==> src/rtl/md_pad_responder_if.sv <==
// Pad-side signal bundle for the MD pad responder: host select, button inputs,
// active-low pad data lines and the phase debug port.
interface md_pad_responder_if;
    logic        pad_sel;
    logic [11:0] btn;
    logic [5:0]  pad_d;
    logic [2:0]  phase;

    modport master (output pad_sel, btn, input pad_d, phase);
    modport slave  (input pad_sel, btn, output pad_d, phase);
endinterface

==> src/rtl/md_pad_responder.sv <==
// MD-style controller pad responder: answers host select toggles with
// 3-button or 6-button data, tracking falling-edge phase with an idle timeout.
module md_pad_responder #(
    parameter int unsigned CLK_HZ     = 48000000,
    parameter int unsigned TIMEOUT_US = 1500,
    parameter bit          SIX_BTN    = 1'b1
) (
    input  logic                 clk_sys,
    input  logic                 reset,
    md_pad_responder_if.slave    pad
);

    localparam int unsigned TIMEOUT_CYC = CLK_HZ / 1000000 * TIMEOUT_US;
    localparam int unsigned IDLE_W      = (TIMEOUT_CYC > 0) ? $clog2(TIMEOUT_CYC + 1) : 1;
    localparam logic [IDLE_W-1:0] IDLE_MAX = IDLE_W'(TIMEOUT_CYC);
    localparam logic [2:0]  F_MAX       = SIX_BTN ? 3'd4 : 3'd2;

    localparam int unsigned BTN_UP    = 0;
    localparam int unsigned BTN_DOWN  = 1;
    localparam int unsigned BTN_LEFT  = 2;
    localparam int unsigned BTN_RIGHT = 3;
    localparam int unsigned BTN_A     = 4;
    localparam int unsigned BTN_B     = 5;
    localparam int unsigned BTN_C     = 6;
    localparam int unsigned BTN_X     = 7;
    localparam int unsigned BTN_Y     = 8;
    localparam int unsigned BTN_Z     = 9;
    localparam int unsigned BTN_START = 10;
    localparam int unsigned BTN_MODE  = 11;

    logic              sync1_q, sync2_q, sel_prev_q;
    logic [2:0]        f_q, f_d;
    logic [IDLE_W-1:0] idle_q, idle_d;
    logic [5:0]        pad_data_q, pad_data_d;
    logic              sel_rise, sel_fall;
    logic [11:0]       b;

    assign b        = pad.btn;
    assign sel_rise = sync2_q & ~sel_prev_q;
    assign sel_fall = ~sync2_q & sel_prev_q;

    // Phase and idle tracking; a select edge takes priority over timeout expiry.
    always_comb begin
        f_d    = f_q;
        idle_d = idle_q;
        if (sel_rise || sel_fall) begin
            idle_d = '0;
            if (sel_fall && (f_q < F_MAX)) begin
                f_d = f_q + 3'd1;
            end
        end else if (idle_q == IDLE_MAX) begin
            f_d = '0;
        end else begin
            idle_d = idle_q + IDLE_W'(1);
        end
    end

    // Response mux uses the synchronised select and the post-update phase.
    always_comb begin
        pad_data_d = ~{b[BTN_C], b[BTN_B], b[BTN_RIGHT], b[BTN_LEFT], b[BTN_DOWN], b[BTN_UP]};
        if (sync2_q) begin
            if (SIX_BTN && (f_d == 3'd3)) begin
                pad_data_d = ~{b[BTN_C], b[BTN_B], b[BTN_MODE], b[BTN_X], b[BTN_Y], b[BTN_Z]};
            end
        end else begin
            if (SIX_BTN && (f_d == 3'd3)) begin
                pad_data_d = ~{b[BTN_START], b[BTN_A], 4'b1111};
            end else if (SIX_BTN && (f_d == 3'd4)) begin
                pad_data_d = ~{b[BTN_START], b[BTN_A], 4'b0000};
            end else begin
                pad_data_d = ~{b[BTN_START], b[BTN_A], 1'b1, 1'b1, b[BTN_DOWN], b[BTN_UP]};
            end
        end
    end

    always_ff @(posedge clk_sys) begin
        if (reset) begin
            sync1_q    <= 1'b1;
            sync2_q    <= 1'b1;
            sel_prev_q <= 1'b1;
            f_q        <= '0;
            idle_q     <= '0;
            pad_data_q <= 6'h3F;
        end else begin
            sync1_q    <= pad.pad_sel;
            sync2_q    <= sync1_q;
            sel_prev_q <= sync2_q;
            f_q        <= f_d;
            idle_q     <= idle_d;
            pad_data_q <= pad_data_d;
        end
    end

    assign pad.pad_d = pad_data_q;
    assign pad.phase = f_q;

endmodule

==> src/flat_wrapper.sv <==
// flat-port wrapper written by rule: the top's interface ports become plain ports
module md_pad_responder_flat 
#(
    parameter int unsigned CLK_HZ     = 48000000,
    parameter int unsigned TIMEOUT_US = 1500,
    parameter bit          SIX_BTN    = 1'b1
)
  (clk_sys, reset, pad_pad_sel, pad_btn, pad_pad_d, pad_phase);
  md_pad_responder_if pad_i ();
  input  logic clk_sys;
  input  logic reset;
  input wire logic [$bits(pad_i.pad_sel)-1:0] pad_pad_sel;
  input wire logic [$bits(pad_i.btn)-1:0] pad_btn;
  output wire logic [$bits(pad_i.pad_d)-1:0] pad_pad_d;
  output wire logic [$bits(pad_i.phase)-1:0] pad_phase;
  assign pad_i.pad_sel = pad_pad_sel;
  assign pad_i.btn = pad_btn;
  assign pad_pad_d = pad_i.pad_d;
  assign pad_phase = pad_i.phase;
  md_pad_responder #(.CLK_HZ(CLK_HZ), .TIMEOUT_US(TIMEOUT_US), .SIX_BTN(SIX_BTN)) u_core (.clk_sys(clk_sys), .reset(reset), .pad(pad_i));
endmodule
==> config.mk <==
export PLATFORM = sky130hd
export DESIGN_NAME = md_pad_responder_flat
export DESIGN_NICKNAME = d
export VERILOG_FILES = /design/src/rtl/md_pad_responder_if.sv /design/src/rtl/md_pad_responder.sv /design/src/flat_wrapper.sv
export SDC_FILE = /design/constraint.sdc
export NUM_CORES = 1
export LEC_CHECK = 0
export CORE_ASPECT_RATIO = 1.5
export CORE_MARGIN = 1.5
export CORE_UTILIZATION = 40
export DETAILED_ROUTE_END_ITERATION = 8
export PLACE_DENSITY = 0.65
export SLEW_MARGIN = 0
export SYNTH_ARGS = -nofsm -noshare
export SYNTH_HDL_FRONTEND = slang
export SYNTH_SLANG_ARGS = --single-unit
==> constraint.sdc <==
create_clock -name clk_sys -period 5.4 [get_ports clk_sys]
set_input_delay 1.08 -clock clk_sys [delete_from_list [all_inputs] [get_ports clk_sys]]
set_output_delay 1.08 -clock clk_sys [all_outputs]
set_load 0.005 [all_outputs]
# Yosys cells after proc, flatten, opt, wreduce, memory -nomap -nowiden

Cells that the tools add are included.

Output and inout bits: 9
Logic and storage cells: 31
Bits in registers: 29
Input bits: 15

Reductions and logical operators: 3
Equal/unequal tests: 3
Mux-type cells: 7
Bitwise gates (word level): 9
Order comparisons: 1
Add/subtract/negate cells: 2

Operators with widths:

| kind                                                            | count |
|---|---|
| 6-bit NOT                                                       | 5 |
| 6-bit two-way mux                                               | 4 |
| 17-bit by 1-bit adder with 17-bit output, second input constant | 1 |
| 17-bit == test, second input constant                           | 1 |
| 3-bit two-way mux                                               | 3 |
| 3-bit by 1-bit adder with 3-bit output, second input constant   | 1 |
| 3-bit by 2-bit == test with 1-bit output, second input constant | 1 |
| 3-bit == test, second input constant                            | 1 |
| 3-bit < comparator, second input constant                       | 1 |
| 1-bit AND                                                       | 2 |
| 1-bit NOT                                                       | 2 |
| 2-bit OR reduction                                              | 1 |
| 1-bit logical AND                                               | 1 |
| 1-bit logical OR                                                | 1 |

# Depth between registers and ports, before layout

Depth in word-level cells: 9
Gate-level depth with buffers: 7
Gate-level depth less buffers: 7

# Worst setup path after synthesis

OpenSTA, ideal clock, no wires.

Kind: input-to-reg
Start point: in reset
End point: reg u_core.idle_q[10]
Required time: 5.272 ns
Stages: 5
Data arrival time: 2.015 ns
Buffers on the path: 3
Setup time: 0.128 ns
Slack: 3.257 ns
Cells stage by stage: clkbuf_1 > nand2b_1 > clkbuf_1 > clkbuf_1 > nor2_1

Cells in the longest elaborated chain, start to end: 1

RTL lines:

| element                             | RTL line               | text |
|---|---|---|
| start, declared                     | flat_wrapper.sv:11     | `input logic reset;` |
| 2-bit OR reduction (no source line) | n/a                    |  |
| end signal, assigned                | md_pad_responder.sv:89 | `idle_q <= idle_d;` |
| end, declared                       | md_pad_responder.sv:33 | `logic [IDLE_W-1:0] idle_q, idle_d;` |

No other way between the ends.
A chain may end at the register's enable or synchronous reset.

# Final worst setup path

Start point: reg u_core.f_q[0], in the netlist u_core.pad.phase[0]
End point: out pad_phase[0]

RTL lines:

| element                | RTL line               | text |
|---|---|---|
| start, declared        | md_pad_responder.sv:32 | `logic [2:0] f_q, f_d;` |
| start signal, assigned | md_pad_responder.sv:81 | `f_q <= '0;` |
| start signal, assigned | md_pad_responder.sv:88 | `f_q <= f_d;` |
| end, declared          | flat_wrapper.sv:15     | `output wire logic [$bits(pad_i.phase)-1:0] pad_phase;` |

No word-level cell between the ends.

==> key figures <==
Die
  • DIE HEIGHT: ~75 um
  • Starting Density: 0.427
  • Row cnt: 25
  • IO Pins: 24
  • Die width: roughly 50 um
  • CORE AREA: roughly 3200 um2
  • Die area: around 3800 um2

Synthesis
  • Top cell type's share of synthesized area: 0.422
  • Async set-reset flop share out of synthesis: 0
  • Seq cells post-synth: 29
  • Most frequent cell after synthesis: dfxtp_1
  • Mapped Avg Cell Area: between 9 and 10 um2
  • Mapped Cells: roughly 150
  • Yosys warns: 0
  • Post-synth EDFFs: 0
  • Mapped Area: approximately 1400 um2
  • Sequential cell area fraction in the yosys report: 0.422
  • Top FF cell, synth: dfxtp_1
  • Syn Nets: around 170
  • Synth cell types: 39
  • Area leader, netlist: dfxtp_1
  • Synth cell count leaders: dfxtp_1 (29), nor2_1 (21), xor2_1 (9)
  • Synth area leaders: dfxtp_1 (42%), nor2_1 (5.7%), xor2_1 (5.7%)

Drt
  • WL final: roughly 2800 um
  • Vias per Instance: approximately 5.3
  • Wl on met1: about 1100 um
  • Avg WL per Cell: between 10 and 15 um
  • Drc violations: 0
  • Met3 Routed Length: 96 um
  • Via count: between 1000 and 1500
  • Met2 Wirelength: about 1500 um
  • Max Used Layer: met4
  • DR iter-0 viols: 20
  • Number of routed nets with antenna violations: 0
  • Drt pass-1 iters: 4

Critical path
  • WP data required: 4.32 ns
  • Crit-path max FO: 8
  • Startpoint Class: flop
  • Worst Path Arrival: around 1.3 ns
  • CP Capture Type: output pin
  • CP Cell Sequence: clkdlybuf4s50_1
  • Family with the most delay on the worst path: buffers and inverters
  • CP Class: reg2out
  • WP buf/inv: 1
  • Crit-path max cell delay: 0.56 ns
  • Slowest stage cell on the critical path: clkdlybuf4s50_1

Power
  • P per Cell Area: around 280 nW/um2
  • VDD IR max: 0.000265 V
  • Leakage Power: 0.662 nW

Placement
  • Gp weighted congestion: 0.768
  • Post-DP HPWL: 2080 um
  • Placed Area: about 1600 um2
  • Port Buffer Count: 23

Clock tree
  • H-tree levels: 2
  • CTS Hold Bufs: 0
  • Buffer count from post-CTS setup fixing: 0
  • Worst-path clk slew: roughly 0.06 ns
  • Total CTS buffers: 5
  • Post-cts resize count: 0
  • Clock Latency Late Sink: between 0.2 and 0.3 ns
  • CTS Buffer Depth: 2
  • Clk sinks: 29
  • CTS tree: built
  • Clock Tree Root: clkbuf_8

Cells and area
  • Storage cell area: ~580 um2
  • Area of the multi-input gates: roughly 760 um2
  • Nets: approximately 200
  • Layout overhead on the synthesized area: 28.0%
  • Final Instance Area: 1760 um2
  • Antenna Cells: 0
  • Fillers: between 300 and 400
  • Layout cells sized above 1: 0.107

Global routing
  • Number of global-route vias before repair: about 1100
  • Congestion Overflow GR: 0
  • Initial antenna violation count: 0
  • Total GRT Usage: 0.173
  • Global-route wire length before repair: roughly 4800 um
  • Largest net degree at the start of global routing: 18

STA
  • Worst-Margin Slew: about 0.6 ns
  • Setup Viol. Count Final: 0
  • Max Fclk: between 0.4 and 0.5 GHz
  • Setup TNS Final: 0 ns
  • RSZ-0062 raised after global routing: false
  • Tcrit/Tclk final: 0.441
  • Final Hold Viols: 0
  • Clock skew: 0.00486 ns
  • Relative slew slack: 0.594
  • Final min period: ~2.4 ns
  • Pins Over Slew Limit: 0
  • Hold slack: 0.418 ns

Worst hold path
  • Hold Crit Class: reg2reg

Outcome
  • Status: completed

Run
  • Max Cap Violations: 0
-- area by class of cell --
type / instances / area share
clock inverters: 1 / 0.0171
inverters: 6 / 0.0128
multi-input cells: 111 / 0.432
repair buffers: 23 / 0.131
clock buffers: 7 / 0.0490
well taps: 40 / 0.0284
flip-flops and latches: 29 / 0.330
-- power breakdown --
part | total, W | switching, W | internal (W)
Combinational | 0.0000375 | 0.0000150 | 0.0000225
Clock | 0.000230 | 0.0000798 | 0.000150
Sequential | 0.000224 | 0.00000460 | 0.000220
-- metal layers --
metal  up-vias  GRT usage
met4         0      0.117
met3         5     0.0496
met2        21      0.314
li1        580          -
met5         -          0
met1       549      0.168
-- stage by stage --
stage,cells,setup WS (ns),utilization,power [W]
floorplan,149,3.26,-,0.000247
global placement,209,2.90,0.510,0.000266
detailed placement,209,2.83,0.510,0.000267
CTS,217,3.02,0.546,0.000497
global route,217,2.96,0.546,0.000509
finish,217,3.02,0.546,0.000492
-- registers in the layout, indices dropped and copies added, names as in the netlist --
register	flops
u_core.sync2_q	1
u_core.idle_q	17
u_core.pad.pad_d	6
u_core.sel_prev_q	1
u_core.sync1_q	1
u_core.pad.phase	3
-- kinds of logic after synthesis --
| family | Yosys count | share of synthesized area |
|---|---|---|
| adder cells (fa/ha/maj) | 4 | 0.0364 |
| multiplexers | 2 | 0.0146 |
| buffers and inverters | 9 | 0.0246 |
| flip-flops | 29 | 0.422 |
| XOR/XNOR | 15 | 0.0955 |
| AO/OA/AOI/OAI | 22 | 0.119 |
| AND/OR/NAND/NOR | 68 | 0.288 |
-- cell usage in the layout, fill, tap and decap left out, types with 5 or more instances in the layout --
master / Yosys / final
clkbuf_8: 0 / 6
clkdlybuf4s50_1: 0 / 23
dfxtp_1: 29 / 29
inv_1: 6 / 6
nand2_1: 7 / 7
nand3_1: 5 / 5
nor2_1: 21 / 21
or2_2: 5 / 5
xnor2_1: 6 / 6
xor2_1: 9 / 9
-- worst paths after layout --
check             cells after the start                  end  slack [ns]           startpoint
setup reg to reg                      7  u_core.pad.pad_d[2]        3.18       u_core.sync2_q
setup / recovery                      1         pad_phase[0]        3.02  u_core.pad.phase[0]
hold reg to reg                       1       u_core.sync2_q        0.42       u_core.sync1_q
hold / removal                        1       u_core.sync2_q        0.42       u_core.sync1_q
Note: power is estimated with default switching activity, not from simulation.
